### config.mk
export PLATFORM = sky130hd
export DESIGN_NAME = seg7_scan_driver
export DESIGN_NICKNAME = d
export VERILOG_FILES = /design/src/rtl/seg7_scan_driver_pkg.sv /design/src/rtl/seg7_hex_font.sv /design/src/rtl/seg7_scan_driver.sv
export SDC_FILE = /design/constraint.sdc
export NUM_CORES = 1
export LEC_CHECK = 0
export CAP_MARGIN = 15
export CORE_MARGIN = 2
export CORE_UTILIZATION = 55
export DETAILED_ROUTE_END_ITERATION = 8
export MAX_ROUTING_LAYER = met4
export PLACE_DENSITY = 0.79
export SYNTH_ARGS = -nofsm -noshare
export SYNTH_HDL_FRONTEND = slang
export SYNTH_HIERARCHICAL = 1
export SYNTH_SLANG_ARGS = --single-unit
### constraint.sdc
create_clock -name CLK100MHZ -period 3.9 [get_ports CLK100MHZ]
set_clock_uncertainty 0.1 [all_clocks]
set_input_delay 0.39 -clock CLK100MHZ [delete_from_list [all_inputs] [get_ports CLK100MHZ]]
set_output_delay 0.39 -clock CLK100MHZ [all_outputs]
set_load 0.02 [all_outputs]
### src/rtl/seg7_scan_driver_pkg.sv
// Shared definitions for the 7-segment display blocks: segment bit order,
// off-state constants, the active-low hex font and the display data word.
package seg7_scan_driver_pkg;

  localparam int unsigned SEG_DP = 7;
  localparam int unsigned SEG_CA = 0;

  localparam logic [7:0] SEG_OFF = 8'hFF;
  localparam logic [7:0] AN_OFF  = 8'hFF;

  // Active-low {G..A} patterns; entry 0 sits in the least significant slot.
  localparam logic [15:0][6:0] HEX_FONT = {
    7'h0E, 7'h06, 7'h21, 7'h46, 7'h03, 7'h08, 7'h10, 7'h00,
    7'h78, 7'h02, 7'h12, 7'h19, 7'h30, 7'h24, 7'h79, 7'h40
  };

  typedef struct packed {
    logic [31:0] data;
    logic [7:0]  dp;
    logic [7:0]  en;
  } disp_word_t;

endpackage

### src/rtl/seg7_hex_font.sv
// Combinational hex nibble to active-low 7-segment pattern {G..A}.
module seg7_hex_font
  import seg7_scan_driver_pkg::*;
(
  input  logic [3:0] nibble,
  output logic [6:0] seg_n
);

  always_comb begin
    seg_n = HEX_FONT[nibble];
  end

endmodule

### src/rtl/seg7_scan_driver.sv
// Time-multiplexed 8-digit common-anode display driver with a double-buffered
// data path; staged updates commit only at the frame boundary.
module seg7_scan_driver
  import seg7_scan_driver_pkg::*;
#(
  parameter int unsigned CLK_HZ       = 100_000_000,
  parameter int unsigned SCAN_HZ      = 1000,
  parameter int unsigned BLANK_CYCLES = 4
) (
  input  logic        CLK100MHZ,
  input  logic        CPU_RESETN,
  input  logic [31:0] DATA,
  input  logic [7:0]  DP_IN,
  input  logic [7:0]  EN_IN,
  input  logic        LOAD,
  output logic        LOAD_ACK,
  output logic        BUSY,
  output logic [7:0]  SEG,
  output logic [7:0]  AN
);

  localparam int unsigned PERIOD = CLK_HZ / SCAN_HZ;
  localparam int unsigned CNT_W  = (PERIOD > 1) ? $clog2(PERIOD) : 1;
  localparam int unsigned BLK_W  = (BLANK_CYCLES > 0) ? $clog2(BLANK_CYCLES + 1) : 1;

  localparam logic [CNT_W-1:0] CNT_LAST = CNT_W'(PERIOD - 1);
  localparam logic [BLK_W-1:0] BLK_INIT = BLK_W'(BLANK_CYCLES);

  logic [CNT_W-1:0] cnt;
  logic [2:0]       idx;
  logic [BLK_W-1:0] blank;
  logic             tick;
  logic             commit;
  logic             pending;
  logic             ack_q;
  disp_word_t       incoming;
  disp_word_t       stage;
  disp_word_t       shadow;
  logic [3:0]       nibble;
  logic [6:0]       font_seg;
  logic             digit_on;
  logic [7:0]       seg_next;
  logic [7:0]       an_next;
  logic [7:0]       seg_q;
  logic [7:0]       an_q;

  always_comb begin
    tick     = (cnt == CNT_LAST);
    commit   = tick && (idx == 3'd7) && (pending || LOAD);
    incoming = {DATA, DP_IN, EN_IN};
  end

  always_ff @(posedge CLK100MHZ or negedge CPU_RESETN) begin
    if (!CPU_RESETN) begin
      cnt   <= '0;
      idx   <= '0;
      blank <= BLK_INIT;
    end else begin
      if (tick) begin
        cnt   <= '0;
        idx   <= idx + 3'd1;
        blank <= BLK_INIT;
      end else begin
        cnt <= cnt + 1'b1;
        if (blank != '0) blank <= blank - 1'b1;
      end
    end
  end

  // A LOAD landing on the committing tick goes straight to the shadow copy.
  always_ff @(posedge CLK100MHZ or negedge CPU_RESETN) begin
    if (!CPU_RESETN) begin
      stage   <= '0;
      shadow  <= '0;
      pending <= 1'b0;
      ack_q   <= 1'b0;
    end else begin
      ack_q <= commit;
      if (LOAD) stage <= incoming;
      if (commit) begin
        shadow  <= LOAD ? incoming : stage;
        pending <= 1'b0;
      end else if (LOAD) begin
        pending <= 1'b1;
      end
    end
  end

  always_comb begin
    nibble = shadow.data[{idx, 2'b00} +: 4];
  end

  seg7_hex_font u_font (
    .nibble (nibble),
    .seg_n  (font_seg)
  );

  always_comb begin
    digit_on = (blank == '0) && shadow.en[idx];
    seg_next = SEG_OFF;
    an_next  = AN_OFF;
    if (digit_on) begin
      an_next                  = ~(8'b1 << idx);
      seg_next[SEG_DP]         = ~shadow.dp[idx];
      seg_next[SEG_DP-1:SEG_CA] = font_seg;
    end
  end

  always_ff @(posedge CLK100MHZ or negedge CPU_RESETN) begin
    if (!CPU_RESETN) begin
      seg_q <= SEG_OFF;
      an_q  <= AN_OFF;
    end else begin
      seg_q <= seg_next;
      an_q  <= an_next;
    end
  end

  always_comb begin
    SEG      = seg_q;
    AN       = an_q;
    LOAD_ACK = ack_q;
    BUSY     = pending;
  end

endmodule

## Word-level counts from Yosys, hierarchy flattened

Memories as Yosys holds them, arrays and structs flattened.
Index checks and enable logic that the tools add are counted.

- $add $sub $neg: 3
- Magnitude comparators: 2
- Eq/ne operators: 2
- Shift-type cells: 2
- Mux-type cells: 13
- Bitwise operators: 2
- Reduce and logical (&&, ||, !) cells: 8

Operators by type and width:

| cell | count |
|---|---|
| $mux 48 | 1 |
| $shiftx 32x6->4 | 1 |
| $add 17x1->17 const B | 1 |
| $eq 17x17->1 const B | 1 |
| $mux 17 | 1 |
| $mux 8 | 2 |
| $not 8->8 | 1 |
| $shl 1x3->8 const A | 1 |
| $mux 7 | 1 |
| $bmux 1 s3 | 2 |
| $mux 3 | 2 |
| $lt 4x5->1 const B | 1 |
| $lt 3x4->1 const B | 1 |
| $mux 1 | 4 |
| $reduce_bool 2->1 | 2 |
| $add 3x1->3 const B | 1 |
| $eq 3x3->1 const B | 1 |
| $logic_and 1x1->1 | 3 |
| $logic_not 3->1 | 1 |
| $reduce_bool 3->1 | 1 |
| $sub 3x1->3 const B | 1 |
| $logic_or 1x1->1 | 1 |
| $not 1->1 | 1 |

- Flip-flop bits (word level): 137
- Memory bits (read-only): 112
- Output and inout bits: 18
- Memories kept: 1

Memory list:

| memory | depth | bits a word | read ports | clocked after memory_dff | write ports | RTL line | source |
|---|---|---|---|---|---|---|---|
| (no name shown) | 16 | 7 | 1 | 0 | 0 | seg7_hex_font.sv:10 | `seg_n = HEX_FONT[nibble];` |

## Depth between registers and ports, before layout

Gate-level depths: netlist of run 1.

- Depth after elaboration: 4
- Depth in mapped cells: 10
- Mapped depth without buffers: 9

## Cells and area by module

The synthesis of run 1 kept the hierarchy.

By module, submodules not included:

| module | instances | cells an instance | area an instance (µm²) |
|---|---|---|---|
| seg7_scan_driver | 1 | 375 | 5666.7 |
| seg7_hex_font | 1 | 32 | 275.3 |

## Worst setup path before layout of run 1

Ideal clock, no wire load.

- Path kind: register to register
- From: register idx[0]
- To: register seg_q[3], in the netlist SEG[3]
- Library setup time: 0.084 ns
- Arrival time: 2.802 ns
- Setup slack: 0.914 ns
- Stages on the path, launching flop included: 10
- Path through: dfrtp_1 -> buf_1 -> mux4_2 -> nand2_1 -> nand2_1 -> inv_1 -> ha_1 -> inv_1 -> mux4_1 -> or2_2

- Longest elaborated chain between the ends: 4
- Elaborated cells on any way between the ends: 7

Ends and longest elaborated chain:

| item | RTL line | source |
|---|---|---|
| from (decl) | seg7_scan_driver.sv:30 | `logic [2:0] idx;` |
| from (signal assigned) | seg7_scan_driver.sv:61 | `idx <= idx + 3'd1;` |
| $shiftx 32x6->4 | seg7_scan_driver.sv:90 | `nibble = shadow.data[{idx, 2'b00} +: 4];` |
| named net nibble[0] | seg7_scan_driver.sv:39 | `logic [3:0] nibble;` |
| $mem_v2 16x7 | -- |  |
| $mux 7 (implied by the code) | seg7_hex_font.sv:10 |  |
| named net font_seg[3] | seg7_scan_driver.sv:40 | `logic [6:0] font_seg;` |
| $mux 8 | seg7_scan_driver.sv:102 | `if (digit_on) begin` |
| named net seg_next[3] | seg7_scan_driver.sv:42 | `logic [7:0] seg_next;` |
| to (signal assigned) | seg7_scan_driver.sv:114 | `seg_q <= seg_next;` |
| to (decl) | seg7_scan_driver.sv:44 | `logic [7:0] seg_q;` |

The timed path passes the listed nets, and every way through them passes these cells. The select of a mux whose other input is x is not followed.
A chain may end at the register's enable or synchronous reset.

## Final worst setup path of run 1

Ends and elaborated chain as after synthesis.

==> impl_metrics.py, run 1 <==
metrics = {
    "global_routing": {
        "grt_max_degree": 80,
        "gr-total-overflow": 0,
        "grt_pass1_wl_um": 18900,
        "antenna_found_initial": 0,
        "grt_util_all_layers_pct": 22.3,
        "grt_pass1_vias": 3709,
    },
    "floorplan": {
        "ios": 69,
        "rows": 37,
        "design.die.area_sq_mm": 0.0117,
        "start_util_pct": 57.0,
        "die_h_um": 108,
        "die_w_um": 108,
        "coreArea_sq_mm": 0.0104,
    },
    "timing": {
        "finalCriticalPeriod_ns": 2.89,
        "min_period_over_period_pct": 74.0,
        "fmax_ghz": 0.346,
        "worst_slack_ns": 1.01,
        "fin_tns_setup_ns": 0,
        "finalHoldViolations": 0,
        "slew_headroom_pct": 52.7,
        "setup_viol": 0,
        "final-max-slew-violation-count": 0,
        "worst_pin_slew_ns": 0.709,
        "timing.hold.ws_ns": 0.0761,
        "rsz0062_at_grt": "false",
    },
    "power": {
        "total_power_mw": 3.28,
        "leakage_nw": 3.27,
        "peakVddDrop_mv": 0.223,
        "p_per_area_mw_per_mm2": 447,
    },
    "drt": {
        "viasPerCell": 5.49,
        "drt_pass1_iterations": 4,
        "wl_um": 11300,
        "drc": 0,
        "drt_iter0_markers": 170,
        "vias": 3480,
        "avgRoutedWirePerCell_um": 17.8,
        "ant_nets": 0,
    },
    "placed_design": {
        "portBuffers": 68,
        "dp_hpwl_um": 7350,
        "place_area_sq_mm": 0.00674,
        "preCtsSetupSlack_ns": 1.00,
        "routabilityCongestion": 0.864,
        "dp.cells": 601,
    },
    "layout": {
        "drive_gt1_share_pct": 34.5,
        "final_cell_area_sq_mm": 0.00735,
        "fin_util_pct": 70.5,
        "fin_cells": 634,
        "fill_cells": 702,
        "multi_input_area_sq_mm": 0.00235,
        "antenna_cells": 0,
        "area_growth_pct": 23.7,
        "regArea_sq_mm": 0.00345,
        "fin_nets": 552,
    },
    "setup_path": {
        "worstPathRequired_ns": 4.25,
        "end_kind": "flop",
        "critPathMaxFanout": 10,
        "startpoint_type": "flop",
        "path_class": "flop to flop",
        "critical_path_arrival_ns": 3.24,
    },
    "synth": {
        "syn_area_per_cell_sq_um": 14.6,
        "syn_inst": 407,
        "syn-num-nets": 474,
        "synth_cell_types": 45,
        "ys_ff_latch": 137,
        "ys_warn_count": 6,
        "async_flop_share_pct": 100,
        "syn_area_sq_mm": 0.00594,
        "synth_seq_area_share_pct": 58.1,
        "synth_edf_count": 0,
        "synthFlopType": "dfrtp_1",
    },
    "cts": {
        "clock_latency_ns": 0.53,
        "cts_max_path_buffers": 2,
        "htree_levels": 4,
        "root_buffer": "clkbuf_8",
        "cts_tree": "built",
        "clkTransAtPathRegs_ns": 0.06,
        "cts-resized-gates": 0,
        "cts_buffers": 17,
        "cts_sinks": 137,
    },
    "worst_hold_path": {
        "hold_class": "input pin to flop",
    },
    "outcome": {
        "status": "finished, final reports clean",
    },
    "job": {
        "drv_cap": 0,
    },
}
## path summary, 6_finish.rpt
path	start	to	slack, ns	cells past startpoint
max in group asynchronous	CPU_RESETN	SEG[7]$_DFF_PN1_	2.45	3
worst max-delay path	idx[0]$_DFFE_PN0N_	SEG[3]$_DFF_PN1_	1.01	8
worst max register to register	idx[0]$_DFFE_PN0N_	SEG[3]$_DFF_PN1_	1.01	8
worst min register to register	stage[0]$_DFF_PN0_	stage[0]$_DFF_PN0_	0.40	1
min in group asynchronous	CPU_RESETN	shadow[22]$_DFFE_PN0P_	0.35	2
worst min-delay path	LOAD	BUSY$_DFFE_PN0P_	0.08	3
## layout make-up
| cell class | instances | area share, % |
|---|---|---|
| clock inverters | 9 | 1.98 |
| well taps | 136 | 2.32 |
| clock buffers | 23 | 6.21 |
| multi-input cells | 245 | 32.0 |
| repair buffers | 75 | 10.1 |
| flip-flops and latches | 137 | 46.9 |
| inverters | 9 | 0.460 |
## cell usage in the layout (no fill, tap or decap), types with 9 or more instances in the layout
| master | n |
|---|---|
| clkdlybuf4s50_1 | 66 |
| xnor2_1 | 10 |
| mux2_4 | 9 |
| mux4_2 | 12 |
| clkbuf_16 | 16 |
| nor2_1 | 21 |
| nand2_1 | 26 |
| ha_1 | 16 |
| dfstp_2 | 17 |
| dfrtp_1 | 120 |
| mux2_2 | 88 |
## synthesized netlist by cell type (2+ instances only)
cell type	number	area [sq um]
or2_2	7	43.8
nand3_1	5	25.0
mux2i_1	5	50.1
nand4_1	4	25.0
nor3b_1	2	15.0
a22o_1	2	17.5
nand2_1	26	97.6
nor2_1	21	78.8
o21ai_0	5	25.0
dfrtp_1	120	3000
mux2_4	9	135
mux2_2	88	991
nor3_1	3	15.0
ha_1	16	200
a21oi_1	2	10.0
inv_1	8	30.0
nand4bb_1	2	22.5
mux4_2	12	270
buf_1	7	26.3
dfstp_2	17	447
xnor2_1	10	87.6
and3_1	2	12.5
xor2_1	7	61.3
nor2b_1	2	12.5
nor4_1	2	12.5
buf_4	4	30.0
## metal layers
metal	track usage, %	vias up	part of all wire (%)
met5	-	-	0
met4	8.52	0	1.4
met3	5.24	16	3.7
met2	34.6	75	50
met1	29.0	1798	45
li1	-	1591	-
## where the power goes
group	leakage (nW)	total [mW]	switching [mW]	internal, mW
Combinational	1.25	0.164	0.0727	0.0915
Clock	0.300	1.63	0.567	1.07
Sequential	1.73	1.48	0.0122	1.47
## worst max-delay path, cell delays in order (launching register included)
cell and delay [ns]:
dfrtp_1 0.72, mux4_2 0.57, nand2_1 0.08, nand2_1 0.16, inv_1 0.20, ha_1 0.17
inv_1 0.05, mux4_1 0.46, or2_2 0.30
## registers in the layout (all words and copies together) (netlist names)
register	cells
shadow	48
stage	48
cnt	17
AN	8
SEG	8
blank	3
idx	3
BUSY	1
LOAD_ACK	1
## repair_timing
action                    4_1_cts  5_1_grt
hold buffers                    1        0
setup buffers                   0        0
hold endpoints to repair       74        0
## cell families after synthesis
logic type      synth area share [%]
flops                           58.1
mux                             24.8
simple gates                    7.39
buf+inv                         2.44
xor+xnor                        2.51
fa+ha+maj                       3.37
compound gates                  1.45
(Power assumes the default switching activity.)
==> run 2, diff against run 1 <==
--- a/config.mk
+++ b/config.mk
@@ -7,10 +7,10 @@
 export LEC_CHECK = 0
 export CAP_MARGIN = 15
 export CORE_MARGIN = 2
-export CORE_UTILIZATION = 55
+export CORE_UTILIZATION = 50
 export DETAILED_ROUTE_END_ITERATION = 8
 export MAX_ROUTING_LAYER = met4
-export PLACE_DENSITY = 0.79
+export PLACE_DENSITY = 0.75
 export SYNTH_ARGS = -nofsm -noshare
 export SYNTH_HDL_FRONTEND = slang
 export SYNTH_HIERARCHICAL = 1
==> constraint.sdc (replaced) <==
create_clock -name CLK100MHZ -period 2.6 [get_ports CLK100MHZ]
set_clock_uncertainty 0.1 [all_clocks]
set_input_delay 0.26 -clock CLK100MHZ [delete_from_list [all_inputs] [get_ports CLK100MHZ]]
set_output_delay 0.26 -clock CLK100MHZ [all_outputs]
set_load 0.02 [all_outputs]
==> impl_metrics.py, run 2 (same netlist as run 1, synthesis figures left out) <==
metrics = {
    "outcome": {
        "status": "finished, violations left",
        "violations": "design-rule violations",
    },
    "layout": {
        "final_common_cell": "dfrtp_1",
        "final_cell_mix": "119 x dfrtp_1, 88 x mux2_2, 66 x clkdlybuf4s50_1, 25 x nand2_1, 21 x nor2_1",
        "fin_nets": 561,
        "fin_util_pct": 64.4,
        "top_regs": "shadow: 48 flops, stage: 48 flops, cnt: 17 flops",
        "antenna_cells": 0,
        "drive_gt1_share_pct": 37.1,
        "area_growth_pct": 24.8,
    },
    "power": {
        "swShare_pct": 21.3,
        "p_switching_mw": 1.01,
        "peakVddDrop_mv": 0.448,
        "total_power_mw": 4.74,
        "comb_power_share_pct": 5.3,
        "p_int_mw": 3.74,
        "leakage_nw": 3.31,
        "p_seq_share_pct": 46.9,
        "clkPwrFrac_pct": 47.8,
        "p_per_area_mw_per_mm2": 640,
    },
    "cts": {
        "clock_latency_ns": 0.42,
        "cts_sinks": 137,
        "clkTransAtPathRegs_ns": 0.06,
        "cts_max_path_buffers": 2,
        "cts_buffers": 17,
        "htree_levels": 4,
        "cts_tree": "built",
        "root_buffer": "clkbuf_16",
    },
    "setup_path": {
        "slowest_delay_ns": 0.52,
        "critPathMaxFanout": 6,
        "critical_path_arrival_ns": 2.73,
        "cpMaxStageDelayCell": "mux4_2",
        "worstPathRequired_ns": 2.86,
        "r2r_start": "idx[0]$_DFFE_PN0N_",
        "critPathBufInv": 1,
        "startpoint": "idx[0]$_DFFE_PN0N_",
        "cp_cell_sequence": "mux4_2 -> nand2_1 -> nand2_2 -> inv_2 -> ha_1 -> and2b_2 -> or3b_1 -> o21ai_0 -> or2_2",
        "path_class": "flop to flop",
        "worst_path_dominant_cell_family": "simple AND/OR/NAND/NOR gates",
        "end_kind": "flop",
        "startpoint_type": "flop",
    },
    "timing": {
        "final-max-slew-violation-count": 0,
        "rsz0062_at_grt": "false",
        "slew_headroom_pct": 58.6,
        "timing.hold.ws_ns": 0.283,
        "fmax_ghz": 0.405,
        "finalHoldViolations": 0,
        "worst_pin_slew_ns": 0.619,
        "finalCriticalPeriod_ns": 2.47,
        "setup_viol": 0,
        "min_period_over_period_pct": 95.0,
        "worst_slack_ns": 0.131,
    },
    "placed_design": {
        "portBuffers": 68,
        "preCtsSetupSlack_ns": -0.0269,
        "dp_hpwl_um": 7770,
        "routabilityCongestion": 0.887,
    },
    "drt": {
        "drc": 2,
        "highest_layer": "met4",
        "wl_met2_um": 5380,
        "drt-met1-wl_um": 4980,
        "drt_pass1_iterations": 7,
        "viasPerCell": 5.36,
        "ant_nets": 0,
        "drt_iter0_markers": 154,
        "vias": 3487,
        "avgRoutedWirePerCell_um": 16.9,
        "wl_um": 11000,
        "met3WireLength_um": 446,
    },
    "global_routing": {
        "grt_pass1_vias": 3797,
        "grt_util_all_layers_pct": 20.2,
        "grt_pass1_wl_um": 19100,
        "antenna_found_initial": 0,
        "gr-total-overflow": 0,
        "grt_max_degree": 67,
    },
    "floorplan": {
        "die_h_um": 113,
        "design.die.area_sq_mm": 0.0128,
        "coreArea_sq_mm": 0.0115,
        "ios": 69,
        "rows": 39,
        "die_w_um": 113,
        "start_util_pct": 51.6,
    },
    "worst_hold_path": {
        "hold_class": "input pin to flop",
        "hold_start": "LOAD",
    },
    "job": {
        "drv_cap": 0,
    },
}
[run 2: stage by stage]
stage | cell area (sq um) | instances | setup TNS [ns]
2_1_floorplan | 5950 | 407 | 0
3_3_place_gp | 6830 | 616 | 0
3_5_place_dp | 6830 | 616 | -0.0269
4_1_cts | 7420 | 650 | 0
5_1_grt | 7420 | 650 | 0
6_report | 7420 | 650 | 0
[run 2: layout make-up]
| class | instances | area, sq um |
|---|---|---|
| fill | 840 | 4100 |
| sequential | 137 | 3450 |
| multi-input combinational | 245 | 2350 |
| timing repair buffer | 84 | 837 |
| clock buffer | 21 | 470 |
| tap | 143 | 179 |
| clock inverter | 11 | 96.3 |
| inverter | 9 | 33.8 |
[run 2: power by group through the flow]
stage | Combinational, mW | Clock (mW) | Sequential (mW)
4_1_cts | 0.260 | 2.32 | 2.23
6_report | 0.252 | 2.27 | 2.23
5_1_grt | 0.279 | 2.42 | 2.23
3_5_place_dp | 0.256 | 0 | 2.26
2_1_floorplan | 0.103 | 0 | 2.26
3_3_place_gp | 0.250 | 0 | 2.26
[run 2: timing repair]
action / 4_1_cts / 5_1_grt
hold endpoints to repair: 53 / 0
buffers inserted: 1 / 0
setup endpoints to repair: 1 / 3
cloned: 0 / 0
resized for setup: 0 / 3
hold buffers: 1 / 0
[run 2: routing by layer]
metal | global-route usage, % | vias to the layer above
met5 | - | -
met3 | 5.84 | 19
li1 | - | 1604
met1 | 26.0 | 1798
met2 | 30.5 | 66
met4 | 8.05 | 0
[run 2: final timing paths]
check | end | slack, ns | depth (start not counted)
max reg2reg | SEG[0]$_DFF_PN1_ | 0.13 | 9
min | BUSY$_DFFE_PN0P_ | 0.28 | 3
min reg2reg | stage[17]$_DFF_PN0_ | 0.40 | 1
max in group asynchronous | SEG[2]$_DFF_PN1_ | 1.38 | 3
min in group asynchronous | shadow[26]$_DFFE_PN0P_ | 0.29 | 2
max | SEG[0]$_DFF_PN1_ | 0.13 | 9
[run 2: worst reg2reg max path, stage by stage (launching register included)]
cell,delay [ns]
dfrtp_2,0.45
mux4_2,0.52
nand2_1,0.09
nand2_2,0.09
inv_2,0.11
ha_1,0.21
and2b_2,0.24
or3b_1,0.38
o21ai_0,0.08
or2_2,0.13
==> run 3, diff against run 2 <==
--- a/config.mk
+++ b/config.mk
@@ -10,7 +10,7 @@
 export CORE_UTILIZATION = 50
 export DETAILED_ROUTE_END_ITERATION = 8
 export MAX_ROUTING_LAYER = met4
-export PLACE_DENSITY = 0.75
+export PLACE_DENSITY = 0.81
 export SYNTH_ARGS = -nofsm -noshare
 export SYNTH_HDL_FRONTEND = slang
 export SYNTH_HIERARCHICAL = 1
==> impl_metrics.py, run 3 (same netlist as run 1, synthesis figures left out) <==
metrics = {
    "global_routing": {
        "grt_util_all_layers_pct": 20.2,
        "grt_pass1_vias": 3800,
        "grt_max_degree": 73,
        "grt.busiest_layer": "met2",
        "use_met1_pct": 25.8,
        "use_met3_pct": 5.41,
        "antenna_found_initial": 0,
        "grt_pass1_wl_um": 19100,
        "gr-total-overflow": 0,
        "grt_use_met2_pct": 31.9,
    },
    "drt": {
        "vias": 3455,
        "wl_um": 11500,
        "drt_pass1_iterations": 8,
        "avgRoutedWirePerCell_um": 17.7,
        "ant_nets": 0,
        "drt_iter0_markers": 138,
        "drc": 5,
        "viasPerCell": 5.33,
    },
    "layout": {
        "final_common_cell": "dfrtp_1",
        "antenna_cells": 0,
        "area_growth_pct": 24.7,
        "fin_cells": 648,
        "drive_gt1_share_pct": 36.2,
        "final_cell_mix": "119 x dfrtp_1, 88 x mux2_2, 66 x clkdlybuf4s50_1, 25 x nand2_1, 21 x nor2_1",
        "fill_cells": 842,
        "final_cell_area_sq_mm": 0.00741,
        "fin_nets": 560,
        "top_regs": "shadow: 48 flops, stage: 48 flops, cnt: 17 flops",
    },
    "floorplan": {
        "die_h_um": 113,
        "rows": 39,
        "design.die.area_sq_mm": 0.0128,
        "start_util_pct": 51.6,
        "die_w_um": 113,
        "ios": 69,
        "coreArea_sq_mm": 0.0115,
    },
    "setup_path": {
        "crit_top_cell": "nand2_1",
        "slowest_delay_ns": 0.52,
        "startpoint_type": "flop",
        "end_kind": "flop",
        "critical_path_arrival_ns": 2.70,
        "critPathMaxFanout": 6,
        "worst_path_dominant_cell_family": "multiplexers",
        "path_class": "flop to flop",
        "cpMaxStageDelayCell": "mux4_2",
        "cp_cell_sequence": "mux4_2 -> nand2_1 -> nand2_1 -> inv_2 -> ha_1 -> inv_1 -> mux4_1 -> or2_2",
        "worstPathRequired_ns": 2.83,
        "critPathBufInv": 2,
    },
    "timing": {
        "setup_viol": 0,
        "fin_tns_setup_ns": 0,
        "rsz0062_at_grt": "false",
        "timing.hold.ws_ns": 0.202,
        "worst_pin_slew_ns": 0.693,
        "finalHoldViolations": 0,
        "min_period_over_period_pct": 94.9,
        "fmax_ghz": 0.405,
        "finalCriticalPeriod_ns": 2.47,
        "final-max-slew-violation-count": 0,
        "slew_headroom_pct": 53.7,
    },
    "placed_design": {
        "dp_hpwl_um": 7760,
        "routabilityCongestion": 0.869,
        "dp.cells": 615,
        "portBuffers": 68,
        "place_area_sq_mm": 0.00682,
    },
    "power": {
        "p_per_area_mw_per_mm2": 644,
        "total_power_mw": 4.78,
        "peakVddDrop_mv": 0.401,
        "leakage_nw": 3.30,
    },
    "outcome": {
        "status": "finished, violations left",
        "violations": "design-rule violations",
    },
    "cts": {
        "clock_latency_ns": 0.42,
        "htree_levels": 4,
        "cts_sinks": 137,
        "cts_buffers": 17,
        "root_buffer": "clkbuf_16",
        "clkTransAtPathRegs_ns": 0.06,
        "cts_max_path_buffers": 2,
        "cts_tree": "built",
    },
    "worst_hold_path": {
        "hold_class": "input pin to flop",
    },
    "job": {
        "drv_cap": 0,
    },
}
==> run 3: cell types whose count changed in the layout (fill, tap and decap cells not counted), sizes merged <==
| cell | change |
|---|---|
| clkinv | -2 |
| buf | -1 |
| clkbuf | +2 |
| bufinv | +1 |
| inv | -1 |
| clkinvlp | -1 |
==> run 3: where the power goes <==
group          total (mW)  switching (mW)  internal [mW]  leakage (nW)
sequential           2.23          0.0193           2.21          1.72
combinational       0.254           0.113          0.141          1.30
clock                2.29           0.845           1.45         0.277
==> run 3: cell type report <==
class                   count  area [sq um]  area share [%]
multi-input cells         245          2350            31.7
repair buffers             83           833            11.2
inverters                   9          33.8           0.456
clock buffers              23           468            6.31
well taps                 143           179            2.41
clock inverters             8          96.3            1.30
flip-flops and latches    137          3450            46.6
==> run 3: metal layers <==
layer  up-vias  wire length, um  share of wire [%]
li1       1609                -                  -
met1      1771             5220                 46
met2        64             5690                 50
met3        11              420                3.7
met4         0              136                1.2
met5         -                0                  0
==> run 3: per-stage QoR <==
stage	util [%]	setup WS, ns
final	64.4	0.132
after global routing	64.4	0.0144
after CTS	64.3	0.0352
after global placement	59.3	0.160
after floorplan	-	0.0432
after detailed placement	59.3	0.0131
==> run 3: final timing paths <==
check,start,end,slack (ns),cells past startpoint
worst min-delay path,LOAD,BUSY$_DFFE_PN0P_,0.20,3
worst max register to register,idx[0]$_DFFE_PN0N_,SEG[3]$_DFF_PN1_,0.13,8
worst min register to register,cnt[13]$_DFF_PN0_,cnt[13]$_DFF_PN0_,0.39,1
max in group asynchronous,CPU_RESETN,AN[5]$_DFF_PN1_,1.30,3
worst max-delay path,idx[0]$_DFFE_PN0N_,SEG[3]$_DFF_PN1_,0.13,8
min in group asynchronous,CPU_RESETN,stage[18]$_DFF_PN0_,0.31,2
==> run 3: what timing repair did <==
item / CTS / global route
gates cloned: 0 / 0
hold endpoints to repair: 59 / 0
endpoints found under the setup margin: 2 / 4
hold buffers: 1 / 0
buffers inserted: 1 / 0
gates resized for setup: 0 / 4
==> run 3: worst min-delay path, cell delays in order <==
cell and delay [ns]:
buf_2 0.20, nor2_1 0.16, a21oi_1 0.05
